## config.mk

```make
export PLATFORM = sky130hd
export DESIGN_NAME = simt_issue_ctrl
export DESIGN_NICKNAME = d
export VERILOG_FILES = /design/src/rtl/simt_issue_ctrl_pkg.sv /design/src/rtl/simt_barrier_track.sv /design/src/rtl/simt_issue_ctrl.sv
export SDC_FILE = /design/constraint.sdc
export NUM_CORES = 1
export LEC_CHECK = 0
export CAP_MARGIN = 0
export CORE_AREA = 2 2 245 247
export CTS_CLUSTER_DIAMETER = 50
export CTS_CLUSTER_SIZE = 28
export DETAILED_ROUTE_END_ITERATION = 10
export DIE_AREA = 0 0 247 249
export PLACE_DENSITY = 0.5
export SYNTH_ARGS = -nofsm -noshare
export SYNTH_HDL_FRONTEND = slang
export SYNTH_SLANG_ARGS = --single-unit
export TNS_END_PERCENT = 100
```

## constraint.sdc

```tcl
create_clock -name clk -period 4 [get_ports clk]
set_input_delay 0.4 -clock clk [delete_from_list [all_inputs] [get_ports clk]]
set_output_delay 0.4 -clock clk [all_outputs]
set_load 0.05 [all_outputs]
```

## src/rtl/simt_issue_ctrl_pkg.sv

```systemverilog
// Shared parameters, packet field offsets and barrier event encoding for the SIMT issue stage.
package simt_issue_ctrl_pkg;

  localparam int NUM_WARP     = 8;
  localparam int NUM_WARP_LOG = 3;
  localparam int SIZE_CORE    = 8;
  localparam int SIZE_PC      = 32;
  localparam int PKT_W        = 256;
  localparam int SYNC_BIT     = 200;
  localparam int EXIT_BIT     = 201;
  localparam int PC_LSB       = 2 * SIZE_PC;

  typedef enum logic [1:0] {
    EV_NONE = 2'd0,
    EV_SYNC = 2'd1,
    EV_EXIT = 2'd2
  } bar_ev_e;

  // EXIT outranks SYNC when a packet carries both flags.
  function automatic bar_ev_e decode_ev(input logic sync_f, input logic exit_f);
    bar_ev_e ev;
    if (exit_f) begin
      ev = EV_EXIT;
    end else if (sync_f) begin
      ev = EV_SYNC;
    end else begin
      ev = EV_NONE;
    end
    return ev;
  endfunction

endpackage

```

## src/rtl/simt_barrier_track.sv

```systemverilog
// Per-warp liveness and CTA-wide SYNC barrier: live/arrived masks, release pulse,
// all-exited flag and sticky protocol error.
module simt_barrier_track
  import simt_issue_ctrl_pkg::*;
#(
  parameter int NW  = NUM_WARP,
  parameter int NWL = NUM_WARP_LOG
) (
  input  logic           clk,
  input  logic           reset,
  input  logic           launch_i,
  input  logic [NW-1:0]  launchMask_i,
  input  logic           evValid_i,
  input  logic [NWL-1:0] warp_i,
  input  bar_ev_e        ev_i,
  output logic [NW-1:0]  warpStall_o,
  output logic           barRelease_o,
  output logic           allExited_o,
  output logic           protoErr_o
);

  logic [NW-1:0] live_q, live_d, arr_q, arr_d;
  logic          rel_q, rel_d, allx_q, allx_d, err_q, err_d;

  // Next-state for masks; release is judged on the post-update masks so an EXIT can complete the barrier.
  always_comb begin
    live_d = live_q;
    arr_d  = arr_q;
    rel_d  = 1'b0;
    allx_d = allx_q;
    err_d  = err_q;
    if (launch_i) begin
      live_d = launchMask_i;
      arr_d  = '0;
      allx_d = 1'b0;
    end else if (evValid_i) begin
      case (ev_i)
        EV_SYNC: begin
          if (!live_q[warp_i] || arr_q[warp_i]) begin
            err_d = 1'b1;
          end else begin
            arr_d[warp_i] = 1'b1;
          end
        end
        EV_EXIT: begin
          if (!live_q[warp_i]) begin
            err_d = 1'b1;
          end else begin
            live_d[warp_i] = 1'b0;
            arr_d[warp_i]  = 1'b0;
            allx_d = (live_d == '0) ? 1'b1 : allx_q;
          end
        end
        default: begin
          err_d = err_q;
        end
      endcase
    end else begin
      err_d = err_q;
    end
    if ((arr_d != '0) && (arr_d == live_d)) begin
      arr_d = '0;
      rel_d = 1'b1;
    end else begin
      rel_d = 1'b0;
    end
  end

  // State register with synchronous active-low reset.
  always_ff @(posedge clk) begin
    if (!reset) begin
      live_q <= '0;
      arr_q  <= '0;
      rel_q  <= 1'b0;
      allx_q <= 1'b0;
      err_q  <= 1'b0;
    end else begin
      live_q <= live_d;
      arr_q  <= arr_d;
      rel_q  <= rel_d;
      allx_q <= allx_d;
      err_q  <= err_d;
    end
  end

  assign warpStall_o  = arr_q;
  assign barRelease_o = rel_q;
  assign allExited_o  = allx_q;
  assign protoErr_o   = err_q;

endmodule

```

## src/rtl/simt_issue_ctrl.sv

```systemverilog
// SIMT issue stage: registered valid/ready packet slot with reconvergence detect,
// issue counter, and barrier/liveness tracking fed back to the scheduler.
module simt_issue_ctrl
  import simt_issue_ctrl_pkg::*;
#(
  parameter int NW  = NUM_WARP,
  parameter int NWL = NUM_WARP_LOG,
  parameter int NC  = SIZE_CORE,
  parameter int PCW = SIZE_PC,
  parameter int PW  = PKT_W,
  parameter int SB  = SYNC_BIT,
  parameter int EB  = EXIT_BIT
) (
  input  logic           clk,
  input  logic           reset,
  input  logic           launch_i,
  input  logic [NW-1:0]  launchMask_i,
  input  logic [NWL-1:0] selWarp_i,
  input  logic           selValid_i,
  output logic           selReady_o,
  input  logic [PW-1:0]  selPacket_i,
  input  logic [NC-1:0]  activeMask_i,
  input  logic [PCW-1:0] topRPC_i,
  output logic [NWL-1:0] issWarp_o,
  output logic           issValid_o,
  input  logic           issReady_i,
  output logic [PW-1:0]  issPacket_o,
  output logic [NC-1:0]  issMask_o,
  output logic           reconv_o,
  output logic [NW-1:0]  warpStall_o,
  output logic           barRelease_o,
  output logic           allExited_o,
  output logic           protoErr_o,
  output logic [31:0]    issueCnt_o
);

  localparam int PCL = 2 * PCW;

  logic           valid_q, valid_d, reconv_q, reconv_d;
  logic [NWL-1:0] warp_q, warp_d;
  logic [PW-1:0]  pkt_q, pkt_d;
  logic [NC-1:0]  mask_q, mask_d;
  logic [31:0]    cnt_q, cnt_d;
  logic           accept, fire, hit;
  bar_ev_e        ev;

  assign selReady_o = !valid_q | issReady_i;
  assign accept     = selValid_i & selReady_o;
  assign fire       = valid_q & issReady_i;
  assign hit        = (selPacket_i[PCL +: PCW] == topRPC_i);
  assign ev         = decode_ev(selPacket_i[SB], selPacket_i[EB]);

  // Output slot next-state: load on accept, drain on fire, otherwise hold.
  always_comb begin
    valid_d  = valid_q;
    warp_d   = warp_q;
    pkt_d    = pkt_q;
    mask_d   = mask_q;
    reconv_d = reconv_q;
    if (accept) begin
      valid_d  = 1'b1;
      warp_d   = selWarp_i;
      pkt_d    = selPacket_i;
      reconv_d = hit;
      mask_d   = hit ? '0 : activeMask_i;
    end else if (fire) begin
      valid_d = 1'b0;
    end else begin
      valid_d = valid_q;
    end
    if (fire) begin
      cnt_d = cnt_q + 32'd1;
    end else begin
      cnt_d = cnt_q;
    end
  end

  // Datapath registers with synchronous active-low reset.
  always_ff @(posedge clk) begin
    if (!reset) begin
      valid_q  <= 1'b0;
      warp_q   <= '0;
      pkt_q    <= '0;
      mask_q   <= '0;
      reconv_q <= 1'b0;
      cnt_q    <= 32'd0;
    end else begin
      valid_q  <= valid_d;
      warp_q   <= warp_d;
      pkt_q    <= pkt_d;
      mask_q   <= mask_d;
      reconv_q <= reconv_d;
      cnt_q    <= cnt_d;
    end
  end

  simt_barrier_track #(.NW(NW), .NWL(NWL)) u_bar (
    .clk          (clk),
    .reset        (reset),
    .launch_i     (launch_i),
    .launchMask_i (launchMask_i),
    .evValid_i    (accept),
    .warp_i       (selWarp_i),
    .ev_i         (ev),
    .warpStall_o  (warpStall_o),
    .barRelease_o (barRelease_o),
    .allExited_o  (allExited_o),
    .protoErr_o   (protoErr_o)
  );

  assign issValid_o  = valid_q;
  assign issWarp_o   = warp_q;
  assign issPacket_o = pkt_q;
  assign issMask_o   = mask_q;
  assign reconv_o    = reconv_q;
  assign issueCnt_o  = cnt_q;

endmodule

```

Yosys cells after proc, flatten, opt, wreduce, memory -nomap -nowiden
Index checks and enable logic that the tools add are counted.
{ "totals": {"regBits": 320, "output_inout_bits": 313, "wordCells": 66} }
{ "op_classes": {"add_sub_neg": 1, "eq_ne": 6, "order_cmp": 2, "bitwise_logic": 9, "n_mux": 24, "reduce_logical": 13} }
{ "op_table": {"columns": ["operator", "count"], "rows": [
  ["8-bit 2-to-1 mux", 9],
  ["32-bit by 1-bit adder with 32-bit output (second input constant)", 1],
  ["32-bit equality test", 1],
  ["8-bit AND", 2],
  ["8-bit case mux with 2 select lines", 1],
  ["1-bit 2-to-1 mux", 9],
  ["8-bit equality test", 1],
  ["8-bit logical NOT", 1],
  ["8-bit NOT", 1],
  ["8-bit bitwise OR", 1],
  ["8-bit nonzero test", 1],
  ["1-bit binary-select mux with 3-bit select", 2],
  ["5-bit AND reduction", 1],
  ["3-bit by 4-bit less-than comparator with 1-bit output (second input constant)", 1],
  ["4-bit AND reduction", 1],
  ["2-bit nonzero test", 2],
  ["2-bit OR reduction", 2],
  ["1-bit demux with 3-bit select", 1],
  ["3-bit by 1-bit greater-or-equal comparator with 1-bit output (second input constant)", 1],
  ["1-bit AND", 2],
  ["2-bit by 1-bit equality test with 1-bit output (second input constant)", 1],
  ["2-bit equality test (second input constant)", 1],
  ["1-bit logical AND", 2],
  ["1-bit logical NOT", 2],
  ["other kinds (7)", 8]
]} }

Longest topological paths before layout
Gate-level depths: netlist of the first run.
{ "depth": {"ltp_word": 13, "depth_mapped": 10, "ltp_nobuf": 9} }

By module
From an unflattened synthesis of the first run, not the netlist that was laid out.
{ "hier_totals": {"hier_cells": 1564, "area_unflattened_um2": 13220.2} }
{ "by_module_without_submodules": {"columns": ["mod", "cells_each", "area_per_inst_um2", "instances"], "rows": [
  ["simt_issue_ctrl", 1367, 11681.2, 1],
  ["simt_barrier_track", 197, 1539.0, 1]
]} }

Worst setup path before layout of the first run
Ideal clock, no wire load.
{ "synth_timing": {"path_kind": "input-to-reg", "start": "input selWarp_i[0]", "end": "register u_bar.arr_q[1], in the netlist u_bar.warpStall_o[1]", "stages": 9, "setup_time_ps": 115, "setup_slack_ps": 1092, "arrival_ps": 2792, "n_path_buf": 1, "path_cell_list": "buf_6 -> mux2i_1 -> mux4_2 -> or4_1 -> a221oi_2 -> xor2_1 -> nor4_2 -> o311ai_1 -> and3_1"} }
{ "synth_between": {"elab_chain_len": 13, "word_cells_on_any_way": 28} }
{ "synth_rtl": {"columns": ["element", "line", "rtl"], "rows": [
  ["start: declaration", "simt_issue_ctrl.sv:18", "input logic [NWL-1:0] selWarp_i,"],
  ["3-bit by 4-bit less-than comparator with 1-bit output (not written as such) / 3-bit by 1-bit greater-or-equal comparator with 1-bit output (equally long branches)", "simt_barrier_track.sv:42, simt_barrier_track.sv:49, simt_barrier_track.sv:50", null],
  ["1-bit logical AND (not written as such)", "simt_barrier_track.sv:42, simt_barrier_track.sv:49, simt_barrier_track.sv:50", null],
  ["1-bit 2-to-1 mux (not written as such)", "simt_barrier_track.sv:42, simt_barrier_track.sv:49, simt_barrier_track.sv:50", null],
  ["1-bit demux with 3-bit select", null, null],
  ["8-bit NOT (no line)", null, null],
  ["8-bit AND (no line)", null, null],
  ["8-bit 2-to-1 mux", "simt_barrier_track.sv:46", "if (!live_q[warp_i]) begin"],
  ["8-bit case mux with 2 select lines / 8-bit 2-to-1 mux (equally long branches)", "simt_barrier_track.sv:37", "case (ev_i)"],
  ["8-bit 2-to-1 mux", "simt_barrier_track.sv:36", "end else if (evValid_i) begin"],
  ["8-bit 2-to-1 mux", "simt_barrier_track.sv:32", "if (launch_i) begin"],
  ["8-bit equality test / 8-bit nonzero test (equally long branches)", "simt_barrier_track.sv:61", "if ((arr_d != '0) && (arr_d == live_d)) begin"],
  ["1-bit logical AND", "simt_barrier_track.sv:61", null],
  ["2-bit OR reduction (no line)", null, null],
  ["end signal: assignment", "simt_barrier_track.sv:79", "arr_q <= arr_d;"],
  ["end: declaration", "simt_barrier_track.sv:22", "logic [NW-1:0] live_q, live_d, arr_q, arr_d;"]
]} }
Parallel ways exist; a longest one is shown, timed or not. The select of a mux whose other input is x is not followed.
A chain may end at the register's enable or synchronous reset.

Worst setup path in the final report of the first run
Ends and elaborated chain as after synthesis.

==> impl_metrics.tcl, run 1 <==
set metrics [dict create \
    worstSkewPairLatency_ps 570 \
    final_max_slew_viol_count 0 \
    grtUsageTotal_pct 15.53 \
    timing.max_slew.rel_slack_pct 22.23 \
    worstPathMaxFanout 7 \
    antenna_cells_inserted 0 \
    grt.busiest_layer "met2" \
    grt_setup_unrepaired "false" \
    avgSynthCellArea_um2 8.009 \
    starting_density_of_the_core_pct 20.80 \
    worst_setup_path_endpoint "u_bar.warpStall_o[1]" \
    clk_transition_reported_paths_ps 60 \
    numPortBuffers 624 \
    chipWidth_um 247 \
    ir_drop_mv 0.3292 \
    vias_after_detailed_routing 12580 \
    report.final.setup_viol 0 \
    cp-start-kind "input pin" \
    area_growth_syn_to_layout_pct 72.09 \
    drt_pass1_iterations 5 \
    global_route.usage.met3_pct 5.064 \
    finish.utilization_pct 35.79 \
    cts_sinks 320 \
    core.rowCount 89 \
    drive_above_1_share_pct 5.937 \
    clock_tree.htree_level_count 2 \
    totalWireLength_um 50070 \
    place_worst_setup_slack_ps 285.8 \
    category_of_the_worst_setup_path_capture_point "flip-flop" \
    number_of_global_route_vias_before_repair 12350 \
    grt_start_max_net_pins 158 \
    synth-warning-count 0 \
    cts-root-to-sink-buffers 3 \
    netlist_area_um2 12210 \
    timing.hold.worst.class "in2reg" \
    final.setup.tns_ps 0 \
    worstSetupPathType "in2reg" \
    die-area_um2 61500 \
    reg2reg_to "u_bar.warpStall_o[1]" \
    syn-instance-count 1524 \
    status "complete, no violations" \
    wire_length_of_the_first_global_routing_pass_um 74710 \
    ff2ff_setup_slack_ps 960 \
    tritoncts "built" \
    fin_crit_sh_pct 79.82 \
    timing.critical_path.required_ps 4460 \
    detail_route.iter0.violations 594 \
    floorplan.io_pins 625 \
    synth.distinct_cells 62 \
    postSynth.topFlopCell "sky130_fd_sc_hd__dfxtp_1" \
    power.leakage_nw 7.679 \
    cts_resized 0 \
    route.antenna.remaining_nets 0 \
    setup_slack_ps 807.2 \
    r2r_start "u_bar.live_q[7]" \
    fmax_mhz 313.2 \
    hpwlAfterDp_um 36380 \
    drv_cap 0 \
    gr-usage-met1_pct 17.50 \
    grt-ovfl-total 0 \
    critical_path.startpoint "selWarp_i[0]" \
    finalHoldViolCount 0 \
    holdWs_ps 369.2 \
    vias_per_cell 4.295 \
    synth-edff-count 0 \
    power_per_cell_area_nw_per_um2 469.5 \
    layout_min_cycle_time_ps 3193 \
    globalplace.congestion 0.8387 \
    finish.net_count 2429 \
    number_of_buffers_created_by_cts 48 \
    wire_per_inst_um 17.09 \
    mappedNetlistNets 1837 \
    drc_errors 0 \
    timing.reg2reg.worst_path_depth 8 \
    grt.met2_usage_pct 27.56 \
    measured_slew_at_the_worst_slew_check_pin_ps 1167 \
    cts.hold.buffers_added 0 \
    arrival_ps 3650 \
    clock-root-buffer "sky130_fd_sc_hd__clkbuf_16" \
    post_cts.repair.setup_buffers 0 \
    antenna_found_initial 1 \
    core_area_um2 58690 \
    async_set_reset_flop_share_out_of_synthesis_pct 0 \
    synth.yosys.seq_area_share_pct 52.49 \
    skew_ps 24.92 \
    die_h_um 249 \
    postSynthRegisterBits 320 \
    num-fill-cells 6003 \
]
==> cells by family after synthesis <==
kind of cell               count (synthesis)  synth area share [%]
AOI/OAI and AO/OA                        329                 14.57
and+or+nand+nor                          683                 23.10
muxes                                     12                 1.281
DFF                                      320                 52.49
xor gates and xnor gates                  62                 4.449
buffers and inverters                    117                 4.018
adders and majority gates                  1                0.1025
==> worst max-delay path, cell delays in order <==
cell,delay [ps]
sky130_fd_sc_hd__clkdlybuf4s50_1,660
sky130_fd_sc_hd__buf_4,220
sky130_fd_sc_hd__nor3b_1,70
sky130_fd_sc_hd__a221o_2,470
sky130_fd_sc_hd__or4_1,520
sky130_fd_sc_hd__a221oi_2,360
sky130_fd_sc_hd__xor2_1,130
sky130_fd_sc_hd__nor4_2,340
sky130_fd_sc_hd__o311ai_1,230
sky130_fd_sc_hd__and3_1,230
==> cell type report <==
type,instances,area (um2),share of cell area [%]
Timing Repair Buffer,644,6446,30.69
Sequential cell,320,6406,30.50
Multi-Input combinational cell,1087,5319,25.32
Clock buffer,58,1321,6.291
Tap cell,773,967.2,4.605
Clock inverter,32,480.5,2.287
Inverter,15,63.81,0.3038
==> where the power goes <==
part / switching [mW] / internal [mW]
Sequential: 0.0874 / 3.35
Clock: 1.70 / 2.99
Combinational: 1.05 / 0.681
Total: 2.84 / 7.03
==> through the flow <==
step | area [um2] | power [mW] | instances
after floorplan | 12210 | 4.447 | 1524
after global placement | 19200 | 5.238 | 2839
after detailed placement | 19200 | 5.248 | 2839
after CTS | 21000 | 10.03 | 2929
after global routing | 21000 | 10.26 | 2929
final | 21000 | 9.862 | 2929
==> sequential cells by signal, indices dropped and copies added, names as in the netlist, 3 cells and up <==
signal / flops
issPacket_o: 256
issueCnt_o: 32
issMask_o: 8
u_bar.live_q: 8
u_bar.warpStall_o: 8
issWarp_o: 3
==> worst min-delay path by stage <==
stage / startpoint / endpoint / slack [ps] / depth (start not counted)
5_1_grt: selPacket_i[131] / issPacket_o[131] / 340 / 3
2_1_floorplan: u_bar.live_q[3] / u_bar.live_q[3] / 480 / 2
6_report: selPacket_i[56] / issPacket_o[56] / 370 / 3
3_3_place_gp: issPacket_o[98] / issPacket_o[98] / 440 / 2
4_1_cts: selPacket_i[135] / issPacket_o[135] / 320 / 3
3_5_place_dp: issPacket_o[48] / issPacket_o[48] / 450 / 2
==> layout by cell type, fill, tap and decap left out, drive strengths merged, types with 6 or more instances in the layout <==
cell,Yosys,routed
clkinvlp,0,7
clkinv,1,6
clkbuf,85,58
nand3,19,19
and2,14,14
nand2,545,545
nand4,14,14
and3,10,10
a21oi,281,281
buf,17,20
a22oi,12,12
clkdlybuf4s50,0,624
nor4,6,6
o21ai,7,7
nor3,8,8
nor2,46,46
bufinv,0,9
xnor2,47,47
dfxtp,320,320
xor2,15,15
inv,14,25
mux2i,7,7
==> metal layers <==
layer,part of all wire (%),wire length [um]
met5,0,0
met4,2.2,1096
met3,8.5,4261
met2,50,25120
met1,39,19590
==> synthesized netlist by cell type (7+ instances only) <==
cell type | instances | area, um2
sky130_fd_sc_hd__and3_1 | 9 | 56.30
sky130_fd_sc_hd__dfxtp_1 | 320 | 6406
sky130_fd_sc_hd__clkbuf_1 | 82 | 307.8
sky130_fd_sc_hd__buf_1 | 12 | 45.04
sky130_fd_sc_hd__a22oi_1 | 12 | 90.09
sky130_fd_sc_hd__nand2_1 | 545 | 2046
sky130_fd_sc_hd__nand4_1 | 14 | 87.58
sky130_fd_sc_hd__nand3_1 | 19 | 95.09
sky130_fd_sc_hd__xor2_1 | 15 | 131.4
sky130_fd_sc_hd__nor3_1 | 8 | 40.04
sky130_fd_sc_hd__mux2i_1 | 7 | 70.07
sky130_fd_sc_hd__nor2_1 | 45 | 168.9
sky130_fd_sc_hd__xnor2_1 | 47 | 411.6
sky130_fd_sc_hd__o21ai_0 | 7 | 35.03
sky130_fd_sc_hd__a21oi_1 | 281 | 1406
sky130_fd_sc_hd__and2_1 | 13 | 81.33
sky130_fd_sc_hd__inv_1 | 13 | 48.80
No activity file was read; power rests on OpenSTA's default activity.
==> run 2, diff against run 1 <==
clock period = 3 ns   (was 4 ns; I/O delays follow)
==> run 2 against run 1 <==
Die area did not move. Routed wire length rose by 2.1%. Register-to-register slack got worse by 920 ps. Sequential power rose by 33%. Power rose by 29%. Critical endpoint is now u_bar.warpStall_o[7]. Largest cell class unchanged.
==> impl_metrics.tcl, run 2 (synthesis gave the netlist of run 1 again) <==
set metrics [dict create \
    status "complete, no violations" \
    area.sequential_um2 6411 \
    num-fill-cells 5954 \
    skew_ps 22.40 \
    grt_start_max_net_pins 155 \
    multi_input_comb_area_um2 5379 \
    drc_errors 0 \
    fin_crit_sh_pct 98.73 \
    layout.cells.most_common "sky130_fd_sc_hd__clkdlybuf4s50_1" \
    number_of_global_route_vias_before_repair 13000 \
    hold_path.startpoint "selWarp_i[2]" \
    cts-root-to-sink-buffers 3 \
    core_area_um2 58690 \
    power.sequential.fraction_pct 36.1 \
    worstSkewPairLatency_ps 580 \
    cts.hold.buffers_added 0 \
    tritoncts "built" \
    final.setup.tns_ps 0 \
    wire_per_inst_um 17.12 \
    clk_transition_reported_paths_ps 50 \
    grt-ovfl-total 0 \
    numPortBuffers 624 \
    category_of_the_worst_setup_path_capture_point "flip-flop" \
    final_max_slew_viol_count 0 \
    grt_setup_unrepaired "true" \
    ff2ff_setup_slack_ps 40 \
    hold-path-cell-count 4 \
    path_common_cell "sky130_fd_sc_hd__nor4_4" \
    power_frac_clock_pct 45.3 \
    cts_sinks 320 \
    arrival_ps 3400 \
    cp-start-kind "flip-flop" \
    clock_tree.htree_level_count 2 \
    layout_min_cycle_time_ps 2962 \
    globalplace.congestion 0.8733 \
    power.leakage_nw 7.949 \
    starting_density_of_the_core_pct 20.80 \
    hpwlAfterDp_um 37870 \
    timing.critical_path.slowest_stage_cell "sky130_fd_sc_hd__mux4_2" \
    clock-root-buffer "sky130_fd_sc_hd__clkbuf_16" \
    timing.critical_path.required_ps 3440 \
    number_of_buffers_created_by_cts 47 \
    cp_top_family "simple AND/OR/NAND/NOR gates" \
    drive_above_1_share_pct 8.782 \
    power_per_cell_area_nw_per_um2 593.2 \
    layout_common_cells "sky130_fd_sc_hd__clkdlybuf4s50_1, sky130_fd_sc_hd__nand2_1, sky130_fd_sc_hd__dfxtp_1" \
    die_h_um 249 \
    min_delay_worst_endpoint "issWarp_o[2]" \
    setup_slack_ps 38.04 \
    cp.depth 10 \
    drv_cap 0 \
    worstSetupPathType "reg2reg" \
    measured_slew_at_the_worst_slew_check_pin_ps 917.5 \
    route.antenna.remaining_nets 0 \
    area_growth_syn_to_layout_pct 75.48 \
    timing.reg2reg.worst_path_depth 10 \
    finish.net_count 2483 \
    fmax_mhz 337.6 \
    antenna_found_initial 5 \
    timing.max_slew.rel_slack_pct 38.83 \
    core.rowCount 89 \
    place_worst_setup_slack_ps -632.4 \
    number_of_flip_flops_in_the_largest_register 256 \
    worstPathMaxFanout 7 \
    crit_chain "mux2i_1 > mux4_2 > buf_6 > nor4_4 > a211oi_2 > a311o_1 > nor4_4 > buf_4 > o311a_4 > nor3_1" \
    sw_frac_of_total_pct 30.38 \
    drt_pass1_iterations 5 \
    die-area_um2 61500 \
    r2r_start "u_bar.live_q[5]" \
    finalHoldViolCount 0 \
    vias_per_cell 4.309 \
    detail_route.iter0.violations 606 \
    slowest_delay_ps 520 \
    power.net_switching_mw 3.860 \
    report.final.setup_viol 0 \
    grtUsageTotal_pct 15.94 \
    chipWidth_um 247 \
    floorplan.io_pins 625 \
    share_comb_of_total_power_pct 18.7 \
    reg2reg_to "u_bar.warpStall_o[7]" \
    totalWireLength_um 51130 \
    cp.buffers_inverters 2 \
    ir_drop_mv 0.4306 \
    wire_length_of_the_first_global_routing_pass_um 76680 \
    vias_after_detailed_routing 12870 \
    p_int_mw 8.845 \
    timing.hold.worst.class "in2reg" \
]
-- run 2: timing repair --
item | in CTS | in global routing
pin swaps | 1 | 5
buffers inserted | 0 | 3
gates resized for setup | 1 | 17
setup endpoints to repair | 3 | 9
-- run 2: layout make-up --
type / count / area share (%)
clock inverter: 34 / 1.817
sequential: 320 / 29.93
clock buffer: 54 / 5.947
multi-input combinational: 1087 / 25.11
inverter: 15 / 0.2979
timing repair buffer: 699 / 32.32
tap: 773 / 4.516
antenna: 5 / 0.05842
-- run 2: per-layer routing --
layer  routed length (um)  vias to the layer above  share of wire [%]  track usage, %
met2                24850                      433                 49           27.24
met4                 2124                        0                4.2           7.590
met5                    0                        -                  0               0
met1                19830                     6000                 39           17.62
met3                 4327                      103                8.5           5.398
li1                     -                     6335                  -               -
-- run 2: tightest hold or removal path, cell delays in order --
cell,delay (ps)
sky130_fd_sc_hd__dlymetal6s2s_1,160
sky130_fd_sc_hd__buf_4,150
sky130_fd_sc_hd__nand2_1,60
sky130_fd_sc_hd__a21oi_1,60
-- run 2: power groups by stage --
stage          Sequential (mW)  Combinational [mW]  Clock, mW
6_report                  4.58                2.37       5.75
5_1_grt                   4.61                2.51       6.12
4_1_cts                   4.58                2.38       5.95
3_5_place_dp              4.67                2.37          0
3_3_place_gp              4.66                2.37          0
2_1_floorplan             5.41               0.525          0
-- run 2: worst max path at each step --
stage	startpoint	to	slack [ps]
final	u_bar.live_q[5]	u_bar.warpStall_o[7]	40
after global routing	u_bar.live_q[7]	u_bar.warpStall_o[7]	-60
after CTS	selWarp_i[0]	u_bar.warpStall_o[7]	20
after detailed placement	selWarp_i[0]	u_bar.warpStall_o[1]	-630
after global placement	selWarp_i[0]	u_bar.warpStall_o[6]	-580
after floorplan	u_bar.warpStall_o[6]	u_bar.warpStall_o[1]	180
-- run 2: stage by stage --
step	power, mW	instances	hold WS, ps	instance area (um2)	utilization, %
after floorplan	5.930	1524	416.2	12210	-
after global routing	13.24	2987	212.2	21420	36.50
after global placement	7.032	2891	441.0	19640	33.47
after CTS	12.92	2979	214.6	21310	36.32
after detailed placement	7.048	2891	446.2	19640	33.47
final	12.71	2987	196.5	21420	36.50
